**config.mk**
```make
export PLATFORM = sky130hd
export DESIGN_NAME = stream_harness_router_flat
export DESIGN_NICKNAME = d
export VERILOG_FILES = /design/src/rtl/stream_harness_router_pkg.sv /design/src/rtl/stream_harness_router_if.sv /design/src/rtl/stream_harness_router_deser.sv /design/src/rtl/stream_harness_router.sv /design/src/flat_wrapper.sv
export SDC_FILE = /design/constraint.sdc
export NUM_CORES = 1
export LEC_CHECK = 0
export ABC_AREA = 1
export CAP_MARGIN = 20
export CORE_MARGIN = 5
export CORE_UTILIZATION = 30
export DETAILED_ROUTE_END_ITERATION = 8
export PLACE_DENSITY = 0.58
export SYNTH_ARGS = -nofsm -noshare
export SYNTH_HDL_FRONTEND = slang
export SYNTH_SLANG_ARGS = --single-unit
```
**constraint.sdc**
```tcl
create_clock -name clk -period 1.9 [get_ports clk]
set_input_delay 0.285 -clock clk [delete_from_list [all_inputs] [get_ports clk]]
set_output_delay 0.285 -clock clk [all_outputs]
set_load 0.02 [all_outputs]
```
**src/rtl/stream_harness_router_pkg.sv**
```systemverilog
// Shared defaults and helpers for the stream harness router.
// Holds the deserialiser beat-count helper and the saturating stats counter type.
package stream_harness_pkg;

  localparam int unsigned DefNcode = 8;
  localparam int unsigned DefNdata = 24;
  localparam int unsigned DefNch   = 2;
  localparam int unsigned DefNdown = 34;
  localparam int unsigned DefNup   = 21;
  localparam int unsigned StatW    = 16;

  typedef logic [StatW-1:0] stat_t;

  function automatic int unsigned ceil_div(input int unsigned num, input int unsigned den);
    return (num + den - 1) / den;
  endfunction

  function automatic stat_t sat_inc(input stat_t cnt, input logic en);
    return (en && (cnt != '1)) ? cnt + 1'b1 : cnt;
  endfunction

endpackage

```
**src/rtl/stream_harness_router_if.sv**
```systemverilog
// Valid/ready word channel used for the PC and core links of the router.
interface stream_harness_router_if #(
  parameter int unsigned W = stream_harness_pkg::DefNcode + stream_harness_pkg::DefNdata
);
  logic [W-1:0] d;
  logic         v;
  logic         a;

  modport master (output d, output v, input a);
  modport slave  (input d, input v, output a);
endinterface

```
**src/rtl/stream_harness_router_deser.sv**
```systemverilog
// Per-channel deserialiser: gathers ceil(NDOWN/NDATA) payload beats into one output word.
// The final beat loads the output register directly, so a drained register never costs a cycle.
module stream_deser
  import stream_harness_pkg::*;
#(
  parameter int unsigned NDATA = DefNdata,
  parameter int unsigned NDOWN = DefNdown
) (
  input  logic             clk_i,
  input  logic             rst_ni,
  input  logic [NDATA-1:0] in_d_i,
  input  logic             in_v_i,
  output logic             in_a_o,
  output logic [NDOWN-1:0] out_d_o,
  output logic             out_v_o,
  input  logic             out_a_i
);

  localparam int unsigned K    = ceil_div(NDOWN, NDATA);
  localparam int unsigned CntW = (K > 1) ? $clog2(K) : 1;
  localparam int unsigned AccW = K * NDATA;
  localparam logic [CntW-1:0] LastBeat = CntW'(K - 1);

  logic [CntW-1:0]  beat_q, beat_d;
  logic [AccW-1:0]  acc_q, acc_d, acc_full;
  logic [NDOWN-1:0] dat_q, dat_d;
  logic             out_v_q, out_v_d;
  logic             is_last, xfer;

  assign is_last = (beat_q == LastBeat);
  assign in_a_o  = !is_last || !out_v_q || out_a_i;
  assign xfer    = in_v_i && in_a_o;

  always_comb begin
    acc_full = acc_q;
    acc_full[beat_q*NDATA +: NDATA] = in_d_i;

    beat_d  = beat_q;
    acc_d   = acc_q;
    dat_d   = dat_q;
    out_v_d = out_v_q;
    if (out_v_q && out_a_i) begin
      out_v_d = 1'b0;
    end
    if (xfer) begin
      if (is_last) begin
        // Bits of the final beat beyond NDOWN are dropped here.
        dat_d   = acc_full[NDOWN-1:0];
        out_v_d = 1'b1;
        beat_d  = '0;
      end else begin
        acc_d  = acc_full;
        beat_d = beat_q + 1'b1;
      end
    end
  end

  always_ff @(posedge clk_i or negedge rst_ni) begin
    if (!rst_ni) begin
      beat_q  <= '0;
      acc_q   <= '0;
      dat_q   <= '0;
      out_v_q <= 1'b0;
    end else begin
      beat_q  <= beat_d;
      acc_q   <= acc_d;
      dat_q   <= dat_d;
      out_v_q <= out_v_d;
    end
  end

  assign out_d_o = dat_q;
  assign out_v_o = out_v_q;

endmodule

```
**src/rtl/stream_harness_router.sv**
```systemverilog
// PC-side traffic router: splits PC words to per-channel deserialisers or the core, and merges
// tagged endpoint words with core traffic round-robin. STREAM_STATS_EN adds the stats_d port.
module stream_harness_router
  import stream_harness_pkg::*;
#(
  parameter int unsigned NCODE = DefNcode,
  parameter int unsigned NDATA = DefNdata,
  parameter int unsigned NCH   = DefNch,
  parameter int unsigned NDOWN = DefNdown,
  parameter int unsigned NUP   = DefNup,
  parameter logic [NCH*NCODE-1:0] CODES = {8'hFE, 8'hFF}
) (
  input  logic                   clk,
  input  logic                   reset,
  stream_harness_router_if.slave  PC_in,
  stream_harness_router_if.master PC_out,
  stream_harness_router_if.master core_PC_in,
  stream_harness_router_if.slave  core_PC_out,
  output logic [NCH*NDOWN-1:0]   down_d,
  output logic [NCH-1:0]         down_v,
  input  logic [NCH-1:0]         down_a,
  input  logic [NCH*NUP-1:0]     up_d,
  input  logic [NCH-1:0]         up_v,
  output logic [NCH-1:0]         up_a
`ifdef STREAM_STATS_EN
  ,
  output logic [(2*NCH+1)*StatW-1:0] stats_d
`endif
);

  localparam int unsigned W    = NCODE + NDATA;
  localparam int unsigned NSRC = NCH + 1;
  localparam int unsigned PtrW = $clog2(NSRC);

  // ---------------------------------------------------------------- split
  logic [NCODE-1:0] code;
  logic [NCH-1:0]   match, beat_v, beat_a;
  logic             any_match;

  always_comb begin
    code  = PC_in.d[W-1 -: NCODE];
    match = '0;
    for (int unsigned i = 0; i < NCH; i++) begin
      match[i] = (code == CODES[i*NCODE +: NCODE]);
    end
  end

  assign any_match    = |match;
  assign beat_v       = match & {NCH{PC_in.v}};
  assign core_PC_in.d = PC_in.d;
  assign core_PC_in.v = PC_in.v && !any_match;
  assign PC_in.a      = any_match ? |(match & beat_a) : core_PC_in.a;

  for (genvar g = 0; g < NCH; g++) begin : gen_deser
    stream_deser #(
      .NDATA (NDATA),
      .NDOWN (NDOWN)
    ) u_deser (
      .clk_i   (clk),
      .rst_ni  (reset),
      .in_d_i  (PC_in.d[NDATA-1:0]),
      .in_v_i  (beat_v[g]),
      .in_a_o  (beat_a[g]),
      .out_d_o (down_d[g*NDOWN +: NDOWN]),
      .out_v_o (down_v[g]),
      .out_a_i (down_a[g])
    );
  end

  // ---------------------------------------------------------------- merge
  logic [W-1:0]    src_d [NSRC];
  logic [NSRC-1:0] src_v, src_a;
  logic [PtrW-1:0] ptr_q, ptr_d, win, idx;
  logic [W-1:0]    out_dat_q, out_dat_d;
  logic            out_v_q, out_v_d;
  logic            found, load, grant;

  function automatic logic [PtrW-1:0] wrap_idx(input logic [PtrW-1:0] base,
                                               input int unsigned off);
    int unsigned s;
    s = 32'(base) + off;
    if (s >= NSRC) s = s - NSRC;
    return PtrW'(s);
  endfunction

  always_comb begin
    src_v[0] = core_PC_out.v;
    src_d[0] = core_PC_out.d;
    for (int unsigned i = 0; i < NCH; i++) begin
      src_v[i+1] = up_v[i];
      src_d[i+1] = {CODES[i*NCODE +: NCODE], NDATA'(up_d[i*NUP +: NUP])};
    end
  end

  always_comb begin
    found = 1'b0;
    win   = '0;
    idx   = '0;
    // First requester at or after the pointer, wrapping round.
    for (int unsigned off = 0; off < NSRC; off++) begin
      idx = wrap_idx(ptr_q, off);
      if (!found && src_v[idx]) begin
        found = 1'b1;
        win   = idx;
      end
    end
    load  = !out_v_q || PC_out.a;
    grant = found && load;

    src_a = '0;
    if (grant) src_a[win] = 1'b1;

    ptr_d     = ptr_q;
    out_dat_d = out_dat_q;
    out_v_d   = out_v_q;
    if (grant) begin
      out_dat_d = src_d[win];
      out_v_d   = 1'b1;
      ptr_d     = (win == PtrW'(NSRC - 1)) ? '0 : win + 1'b1;
    end else if (PC_out.a) begin
      out_v_d = 1'b0;
    end
  end

  always_ff @(posedge clk or negedge reset) begin
    if (!reset) begin
      ptr_q     <= '0;
      out_dat_q <= '0;
      out_v_q   <= 1'b0;
    end else begin
      ptr_q     <= ptr_d;
      out_dat_q <= out_dat_d;
      out_v_q   <= out_v_d;
    end
  end

  assign core_PC_out.a = src_a[0];
  assign up_a          = src_a[NSRC-1:1];
  assign PC_out.d      = out_dat_q;
  assign PC_out.v      = out_v_q;

`ifdef STREAM_STATS_EN
  // ---------------------------------------------------------------- stats
  stat_t down_cnt_q [NCH];
  stat_t up_cnt_q   [NCH];
  stat_t pass_cnt_q;

  always_ff @(posedge clk or negedge reset) begin
    if (!reset) begin
      for (int unsigned i = 0; i < NCH; i++) begin
        down_cnt_q[i] <= '0;
        up_cnt_q[i]   <= '0;
      end
      pass_cnt_q <= '0;
    end else begin
      for (int unsigned i = 0; i < NCH; i++) begin
        down_cnt_q[i] <= sat_inc(down_cnt_q[i], down_v[i] && down_a[i]);
        up_cnt_q[i]   <= sat_inc(up_cnt_q[i], src_a[i+1]);
      end
      pass_cnt_q <= sat_inc(pass_cnt_q, core_PC_in.v && core_PC_in.a);
    end
  end

  always_comb begin
    stats_d = '0;
    for (int unsigned i = 0; i < NCH; i++) begin
      stats_d[i*StatW +: StatW]       = down_cnt_q[i];
      stats_d[(NCH+i)*StatW +: StatW] = up_cnt_q[i];
    end
    stats_d[2*NCH*StatW +: StatW] = pass_cnt_q;
  end
`endif

endmodule

```
**src/flat_wrapper.sv**
```systemverilog
// flat-port wrapper written by rule: the top's interface ports become plain ports
module stream_harness_router_flat import stream_harness_pkg::*;
#(
  parameter int unsigned NCODE = DefNcode,
  parameter int unsigned NDATA = DefNdata,
  parameter int unsigned NCH   = DefNch,
  parameter int unsigned NDOWN = DefNdown,
  parameter int unsigned NUP   = DefNup,
  parameter logic [NCH*NCODE-1:0] CODES = {8'hFE, 8'hFF}
)
  (clk, reset, down_d, down_v, down_a, up_d, up_v, up_a, PC_in_d, PC_in_v, PC_in_a, PC_out_d, PC_out_v, PC_out_a, core_PC_in_d, core_PC_in_v, core_PC_in_a, core_PC_out_d, core_PC_out_v, core_PC_out_a);
  stream_harness_router_if #(.W(32)) PC_in_i ();
  stream_harness_router_if #(.W(32)) PC_out_i ();
  stream_harness_router_if #(.W(32)) core_PC_in_i ();
  stream_harness_router_if #(.W(32)) core_PC_out_i ();
  input  logic clk;
  input  logic reset;
  output logic [NCH*NDOWN-1:0] down_d;
  output logic [NCH-1:0] down_v;
  input  logic [NCH-1:0] down_a;
  input  logic [NCH*NUP-1:0] up_d;
  input  logic [NCH-1:0] up_v;
  output logic [NCH-1:0] up_a;
  input wire logic [$bits(PC_in_i.d)-1:0] PC_in_d;
  input wire logic [$bits(PC_in_i.v)-1:0] PC_in_v;
  output wire logic [$bits(PC_in_i.a)-1:0] PC_in_a;
  output wire logic [$bits(PC_out_i.d)-1:0] PC_out_d;
  output wire logic [$bits(PC_out_i.v)-1:0] PC_out_v;
  input wire logic [$bits(PC_out_i.a)-1:0] PC_out_a;
  output wire logic [$bits(core_PC_in_i.d)-1:0] core_PC_in_d;
  output wire logic [$bits(core_PC_in_i.v)-1:0] core_PC_in_v;
  input wire logic [$bits(core_PC_in_i.a)-1:0] core_PC_in_a;
  input wire logic [$bits(core_PC_out_i.d)-1:0] core_PC_out_d;
  input wire logic [$bits(core_PC_out_i.v)-1:0] core_PC_out_v;
  output wire logic [$bits(core_PC_out_i.a)-1:0] core_PC_out_a;
  assign PC_in_i.d = PC_in_d;
  assign PC_in_i.v = PC_in_v;
  assign PC_in_a = PC_in_i.a;
  assign PC_out_d = PC_out_i.d;
  assign PC_out_v = PC_out_i.v;
  assign PC_out_i.a = PC_out_a;
  assign core_PC_in_d = core_PC_in_i.d;
  assign core_PC_in_v = core_PC_in_i.v;
  assign core_PC_in_i.a = core_PC_in_a;
  assign core_PC_out_i.d = core_PC_out_d;
  assign core_PC_out_i.v = core_PC_out_v;
  assign core_PC_out_a = core_PC_out_i.a;
  stream_harness_router #(.NCODE(NCODE), .NDATA(NDATA), .NCH(NCH), .NDOWN(NDOWN), .NUP(NUP), .CODES(CODES)) u_core (.clk(clk), .reset(reset), .PC_in(PC_in_i), .PC_out(PC_out_i), .core_PC_in(core_PC_in_i), .core_PC_out(core_PC_out_i), .down_d(down_d), .down_v(down_v), .down_a(down_a), .up_d(up_d), .up_v(up_v), .up_a(up_a));
endmodule
```
==> impl_metrics.env, run 1 <==
export IMPL_status="finished with violations"
export IMPL_violations="setup timing"
export IMPL_io_buffers=255
export IMPL_initial_utilization_pct=30.5
export IMPL_fp_coreArea_um2=23500
export IMPL_synth_cells=800
export IMPL_area_delta_synth_final_pct=56.7
export IMPL_synth_edff_count=0
export IMPL_finalMaxSlewViolations=0
export IMPL_holdCritPathClass="in2async"
export IMPL_dpl_cell_count=1362
export IMPL_power_density_nw_per_um2=1390
export IMPL_synthesis_area_um2=7170
export IMPL_dp_hpwl_um=17600
export IMPL_crit_top_cell="nor2_4"
export IMPL_worst_setup_path_start_kind="register"
export IMPL_setup_violations_final=34
export IMPL_yosys_most_used_dff="dfrtp_1"
export IMPL_synth_nets=920
export IMPL_grt_pass1_vias=6258
export IMPL_antenna_found_initial=0
export IMPL_clock_skew_ns=0.00899
export IMPL_synth_seq_cells=155
export IMPL_cts_htree_levels=4
export IMPL_setup_slack_ns=-0.543
export IMPL_cp_end_kind="output pin"
export IMPL_clk_pin_slew_worst_paths_ns=0.08
export IMPL_crit_path_max_incr_delay_ns=0.40
export IMPL_criticalPathCategory="reg2out"
export IMPL_die_w_um=165
export IMPL_critPathMaxFanout=6
export IMPL_wl_um=24100
export IMPL_ys_async_sr_fraction_pct=100
export IMPL_drtIter0Drc=300
export IMPL_path_buf_inv=5
export IMPL_finalCritPeriodShare_pct=129
export IMPL_ys_seq_area_share_pct=54.1
export IMPL_synth_warnings=0
export IMPL_min_period_ns=2.44
export IMPL_drt_wirelength_per_cell_um=17.0
export IMPL_reg2reg_slack_ns=-0.31
export IMPL_io_pins=256
export IMPL_grt_pass1_wl_um=36000
export IMPL_n_antenna_cell=0
export IMPL_final_cell_mix="clkdlybuf4s50_1 (241), nand2_1 (194), dfrtp_1 (155)"
export IMPL_ant_nets=0
export IMPL_cts_sinks=155
export IMPL_gp_congestion=0.891
export IMPL_cts_buffer_depth=2
export IMPL_arrival_ns=2.16
export IMPL_instances_no_fill=1417
export IMPL_tritoncts_num_buffers=17
export IMPL_maxCapViolCount=0
export IMPL_fin_setup_tns_ns=-8.15
export IMPL_rows=56
export IMPL_cp_top_family="simple AND/OR/NAND/NOR gates"
export IMPL_p_leak_nw=5.43
export IMPL_n_fill_cell=2233
export IMPL_ir_drop_v=0.00101
export IMPL_final_common_cell="clkdlybuf4s50_1"
export IMPL_r2r_cells=17
export IMPL_hold_ws_ns=0.343
export IMPL_r2r_end="u_core.ptr_q[0]$_DFFE_PN0P_"
export IMPL_first_pass_iters=5
export IMPL_crit_chain="inv_2 -> ha_4 -> inv_4 -> nor2_1 -> nand2_1 -> nand2_2 -> nand3_4 -> nor2_4 -> nor2_4 -> inv_4 -> nor2_4 -> inv_4 -> nor2_4 -> buf_6"
export IMPL_critPathSlowestCell="dfrtp_1"
export IMPL_avgSynthCellArea_um2=8.96
export IMPL_rsz0062_at_grt="yes"
export IMPL_vias_per_cell=4.49
export IMPL_fmaxAchievable_mhz=409
export IMPL_required_ns=1.62
export IMPL_drc=0
export IMPL_tightest_slew_ns=0.495
export IMPL_drive_gt1_share_pct=18.8
export IMPL_cts_root_buf="clkbuf_16"
export IMPL_fp_dieArea_um2=27100
export IMPL_overflow=0
export IMPL_tritoncts="built"
export IMPL_relSlewSlack_pct=67.0
export IMPL_die_h_um=165
export IMPL_grt_start_max_net_pins=47
export IMPL_fin_nets=1205
export IMPL_track_usage_pct=17.3
export IMPL_hold_viol=0
export IMPL_clock_latency_ns=0.43
export IMPL_synth_cell_types=30
export IMPL_via_count=6356
export IMPL_regToRegStartpoint="u_core.ptr_q[0]$_DFFE_PN0P_"
worst max path at each step:
stage	from	to	cells past startpoint
2_1_floorplan	u_core.ptr_q[1]$_DFFE_PN0P_	core_PC_out_a	12
3_3_place_gp	up_v[1]	core_PC_out_a	12
3_5_place_dp	up_v[1]	core_PC_out_a	12
4_1_cts	u_core.ptr_q[1]$_DFFE_PN0P_	up_a[0]	13
5_1_grt	u_core.ptr_q[0]$_DFFE_PN0P_	core_PC_out_a	14
6_report	u_core.ptr_q[0]$_DFFE_PN0P_	up_a[0]	14
area by class of cell:
cell class	instances	area, um^2	area share, %
clock buffers	17	425	3.79
clock inverters	15	178	1.58
inverters	46	188	1.67
multi-input cells	524	2790	24.8
flip-flops and latches	155	3880	34.5
well taps	319	399	3.55
repair buffers	341	3370	30.0
cell families (layout without fill, tap and decap cells):
family                   Yosys count  after routing  synth area share [%]
AND/OR/NAND/NOR                  397            397                  23.9
flip-flops                       155            155                  54.1
buffers and inverters            121            419                  9.46
AO/OA/AOI/OAI                     98             98                  6.97
multiplexers                      25             25                  4.82
adder cells (fa/ha/maj)            4              4                 0.698
power by group:
part	internal (W)	switching, W
Combinational	0.00360	0.00458
Clock	0.00178	0.00160
Sequential	0.00379	0.000241
layer usage:
metal	global-route usage (%)	wire, um
met5	0	0
met3	4.32	1260
met4	6.09	617
met1	23.3	10500
met2	27.1	11700
flip-flops by register name, indices dropped and copies added, names as in the netlist:
register                          cells
u_core.PC_out.d                      32
u_core.ptr_q                          2
u_core.PC_out.v                       1
u_core.gen_deser.u_deser.acc_q       48
u_core.gen_deser.u_deser.out_d_o     68
u_core.gen_deser.u_deser.out_v_o      2
u_core.gen_deser.u_deser.beat_q       2
synthesized netlist by cell type, types with 2 or more instances:
master / number / area (um^2)
nand2_1: 206 / 773
dfrtp_1: 155 / 3880
nor2_1: 106 / 398
o21ai_0: 57 / 285
nand3_1: 54 / 270
inv_1: 43 / 161
a21oi_1: 36 / 180
buf_4: 35 / 263
clkbuf_1: 17 / 63.8
mux2_4: 17 / 255
nand4_1: 16 / 100
buf_2: 12 / 60.1
buf_6: 10 / 113
mux2_2: 8 / 90.1
ha_1: 4 / 50.1
nand2_2: 4 / 25.0
nor2_4: 3 / 33.8
inv_2: 2 / 7.51
nor4_4: 2 / 42.5
o21ai_1: 2 / 10.0
o21ai_2: 2 / 17.5
timing repair:
action | in CTS | in global routing
hold buffers | 1 | 0
pin swaps | 14 | 5
gates resized for setup | 64 | 29
endpoints found under the hold margin | 43 | 0
buffers inserted | 11 | 8
gates cloned | 1 | 3
endpoints found under the setup margin | 40 | 37
metrics by stage:
step	instance area [um^2]	worst slack (ns)	util (%)	total power [W]
finish	11200	-0.543	47.8	0.0156
detailed placement	10200	-0.697	43.4	0.0106
floorplan	7210	-0.123	-	0.00824
CTS	11000	-0.538	47.0	0.0148
global route	11200	-0.667	47.8	0.0166
global placement	10200	-0.680	43.4	0.0105
(Power assumes the default switching activity.)
==> inputs of run 2 (changes only) <==
--- a/config.mk
+++ b/config.mk
@@ -7,10 +7,11 @@
 export LEC_CHECK = 0
 export ABC_AREA = 1
 export CAP_MARGIN = 20
-export CORE_MARGIN = 5
+export CORE_MARGIN = 2
 export CORE_UTILIZATION = 30
 export DETAILED_ROUTE_END_ITERATION = 8
 export PLACE_DENSITY = 0.58
+export SLEW_MARGIN = 20
 export SYNTH_ARGS = -nofsm -noshare
 export SYNTH_HDL_FRONTEND = slang
 export SYNTH_SLANG_ARGS = --single-unit
==> run 2 against run 1 <==
The run still ends with setup timing left. Critical path depth down 2. Clock skew about the same. Worst setup slack worse by 0.078 ns. Power up 3.1%. Cell area up 0.39%. Hold slack better by 0.012 ns. First-iteration DRC count up 5.0%. Die area down 7.2%. Via count down 0.47%. Maximum frequency down 3.1%. Largest cell class unchanged.
==> impl_metrics.env, run 2 (synthesis results as in run 1) <==
export IMPL_cts_buffer_depth=2
export IMPL_n_fill_cell=2219
export IMPL_rows=56
export IMPL_power_density_nw_per_um2=1420
export IMPL_area_delta_synth_final_pct=57.3
export IMPL_placed_area_um2=10200
export IMPL_worst_setup_path_start_kind="register"
export IMPL_critPathSlowestCell="dfrtp_1"
export IMPL_r2r_cells=16
export IMPL_min_period_ns=2.52
export IMPL_setup_slack_ns=-0.621
export IMPL_regToRegStartpoint="u_core.ptr_q[0]$_DFFE_PN0P_"
export IMPL_grt_start_max_net_pins=45
export IMPL_violations="setup timing"
export IMPL_n_antenna_cell=0
export IMPL_largest_reg_flops=68
export IMPL_tightest_slew_ns=0.474
export IMPL_final_common_cell="clkdlybuf4s50_1"
export IMPL_fp_dieArea_um2=25100
export IMPL_final_cell_mix="clkdlybuf4s50_1 (241), nand2_1 (198), dfrtp_1 (155)"
export IMPL_clock_skew_ns=0.00872
export IMPL_crit_chain="inv_2 -> ha_4 -> inv_4 -> nor2_1 -> nand2_1 -> buf_4 -> nand4_1 -> nand2_2 -> clkinvlp_4 -> nand3_4 -> inv_2 -> buf_6"
export IMPL_fp_coreArea_um2=23500
export IMPL_ant_nets=0
export IMPL_drive_gt1_share_pct=17.8
export IMPL_grt_pass1_wl_um=35400
export IMPL_crit_path_max_incr_delay_ns=0.41
export IMPL_dpl_cell_count=1360
export IMPL_antenna_found_initial=0
export IMPL_vias_per_cell=4.48
export IMPL_instances_no_fill=1412
export IMPL_power_w=0.0161
export IMPL_drtIter0Drc=315
export IMPL_initial_utilization_pct=30.5
export IMPL_cts_sinks=155
export IMPL_track_usage_pct=18.7
export IMPL_cts_root_buf="clkbuf_16"
export IMPL_r2r_end="u_core.PC_out.d[15]$_DFFE_PN0P_"
export IMPL_rsz0062_at_grt="yes"
export IMPL_wl_um=23100
export IMPL_status="finished with violations"
export IMPL_dp_hpwl_um=16700
export IMPL_via_count=6326
export IMPL_finalMaxSlewViolations=0
export IMPL_required_ns=1.62
export IMPL_crit_top_cell="inv_2"
export IMPL_cp_end_kind="output pin"
export IMPL_ir_drop_v=0.00142
export IMPL_arrival_ns=2.24
export IMPL_reg2reg_slack_ns=-0.44
export IMPL_finalCritPeriodShare_pct=133
export IMPL_io_pins=256
export IMPL_drc=0
export IMPL_critPathMaxFanout=6
export IMPL_die_w_um=159
export IMPL_tritoncts="built"
export IMPL_maxCapViolCount=0
export IMPL_first_pass_iters=5
export IMPL_overflow=0
export IMPL_hold_viol=0
export IMPL_dp_slack_ns=-0.667
export IMPL_clk_pin_slew_worst_paths_ns=0.07
export IMPL_p_leak_nw=5.46
export IMPL_clock_latency_ns=0.43
export IMPL_tritoncts_num_buffers=17
export IMPL_holdCritPathClass="in2async"
export IMPL_final_area_um2=11300
export IMPL_setup_violations_final=37
export IMPL_grt_pass1_vias=6322
export IMPL_fmaxAchievable_mhz=397
export IMPL_cts_htree_levels=4
export IMPL_die_h_um=159
export IMPL_io_buffers=255
export IMPL_relSlewSlack_pct=68.4
export IMPL_criticalPathCategory="reg2out"
export IMPL_drt_wirelength_per_cell_um=16.4
export IMPL_gp_congestion=0.881
export IMPL_fin_nets=1200
export IMPL_hold_ws_ns=0.355
run 2: changes by cell type in the layout (fill, tap and decap cells not counted), moves of 4 or more:
| cell | change |
|---|---|
| inv_8 | -4 |
| nand2_1 | +4 |
| inv_6 | +5 |
| buf_4 | -10 |
run 2: worst max-delay path: cells and delay by family, from the launching register on:
kind          cells  cell delay, ns
fa+ha+maj         1            0.23
flops             1            0.41
simple gates      5            0.55
buf+inv           6            0.62
run 2: worst max-delay path by stage:
stage	start	end	cells past startpoint
6_report	u_core.ptr_q[0]$_DFFE_PN0P_	up_a[1]	12
4_1_cts	u_core.ptr_q[0]$_DFFE_PN0P_	core_PC_out_a	14
5_1_grt	u_core.ptr_q[0]$_DFFE_PN0P_	up_a[1]	12
3_3_place_gp	up_v[1]	core_PC_out_a	12
3_5_place_dp	up_v[1]	core_PC_out_a	12
2_1_floorplan	u_core.ptr_q[1]$_DFFE_PN0P_	core_PC_out_a	12
run 2: power by group:
| group | switching (W) | internal (W) | total, W |
|---|---|---|---|
| clock | 0.00148 | 0.00216 | 0.00364 |
| combinational | 0.00456 | 0.00383 | 0.00839 |
| sequential | 0.000238 | 0.00379 | 0.00403 |
| total | 0.00629 | 0.00978 | 0.0161 |
run 2: routing by layer:
layer	routed length, um	track usage (%)	share of wire, %	vias up
li1	-	-	-	3112
met3	853	3.89	3.7	35
met5	0	0	0	-
met2	10900	28.6	47	145
met4	575	6.82	2.5	0
met1	10800	26.1	47	3034
run 2: cell type report:
| cell class | instances | area (um^2) | area share (%) |
|---|---|---|---|
| sequential | 155 | 3880 | 34.4 |
| timing repair buffer | 336 | 3400 | 30.1 |
| multi-input combinational | 524 | 2770 | 24.6 |
| clock buffer | 18 | 439 | 3.90 |
| tap | 319 | 399 | 3.54 |
| clock inverter | 14 | 203 | 1.80 |
| inverter | 46 | 186 | 1.65 |
run 2: what timing repair did:
action	in CTS	in global routing
hold buffers	1	0
setup endpoints to repair	39	37
buffers inserted	10	6
endpoints found under the hold margin	40	0
resized for setup	73	13
cloned	2	2
pin swaps	19	12
run 2: metrics by stage:
step | utilization (%) | setup TNS [ns]
2_1_floorplan | - | -0.288
3_3_place_gp | 43.5 | -30.80
5_1_grt | 48.0 | -17.08
3_5_place_dp | 43.5 | -31.15
4_1_cts | 47.4 | -8.92
6_report | 48.0 | -11.61
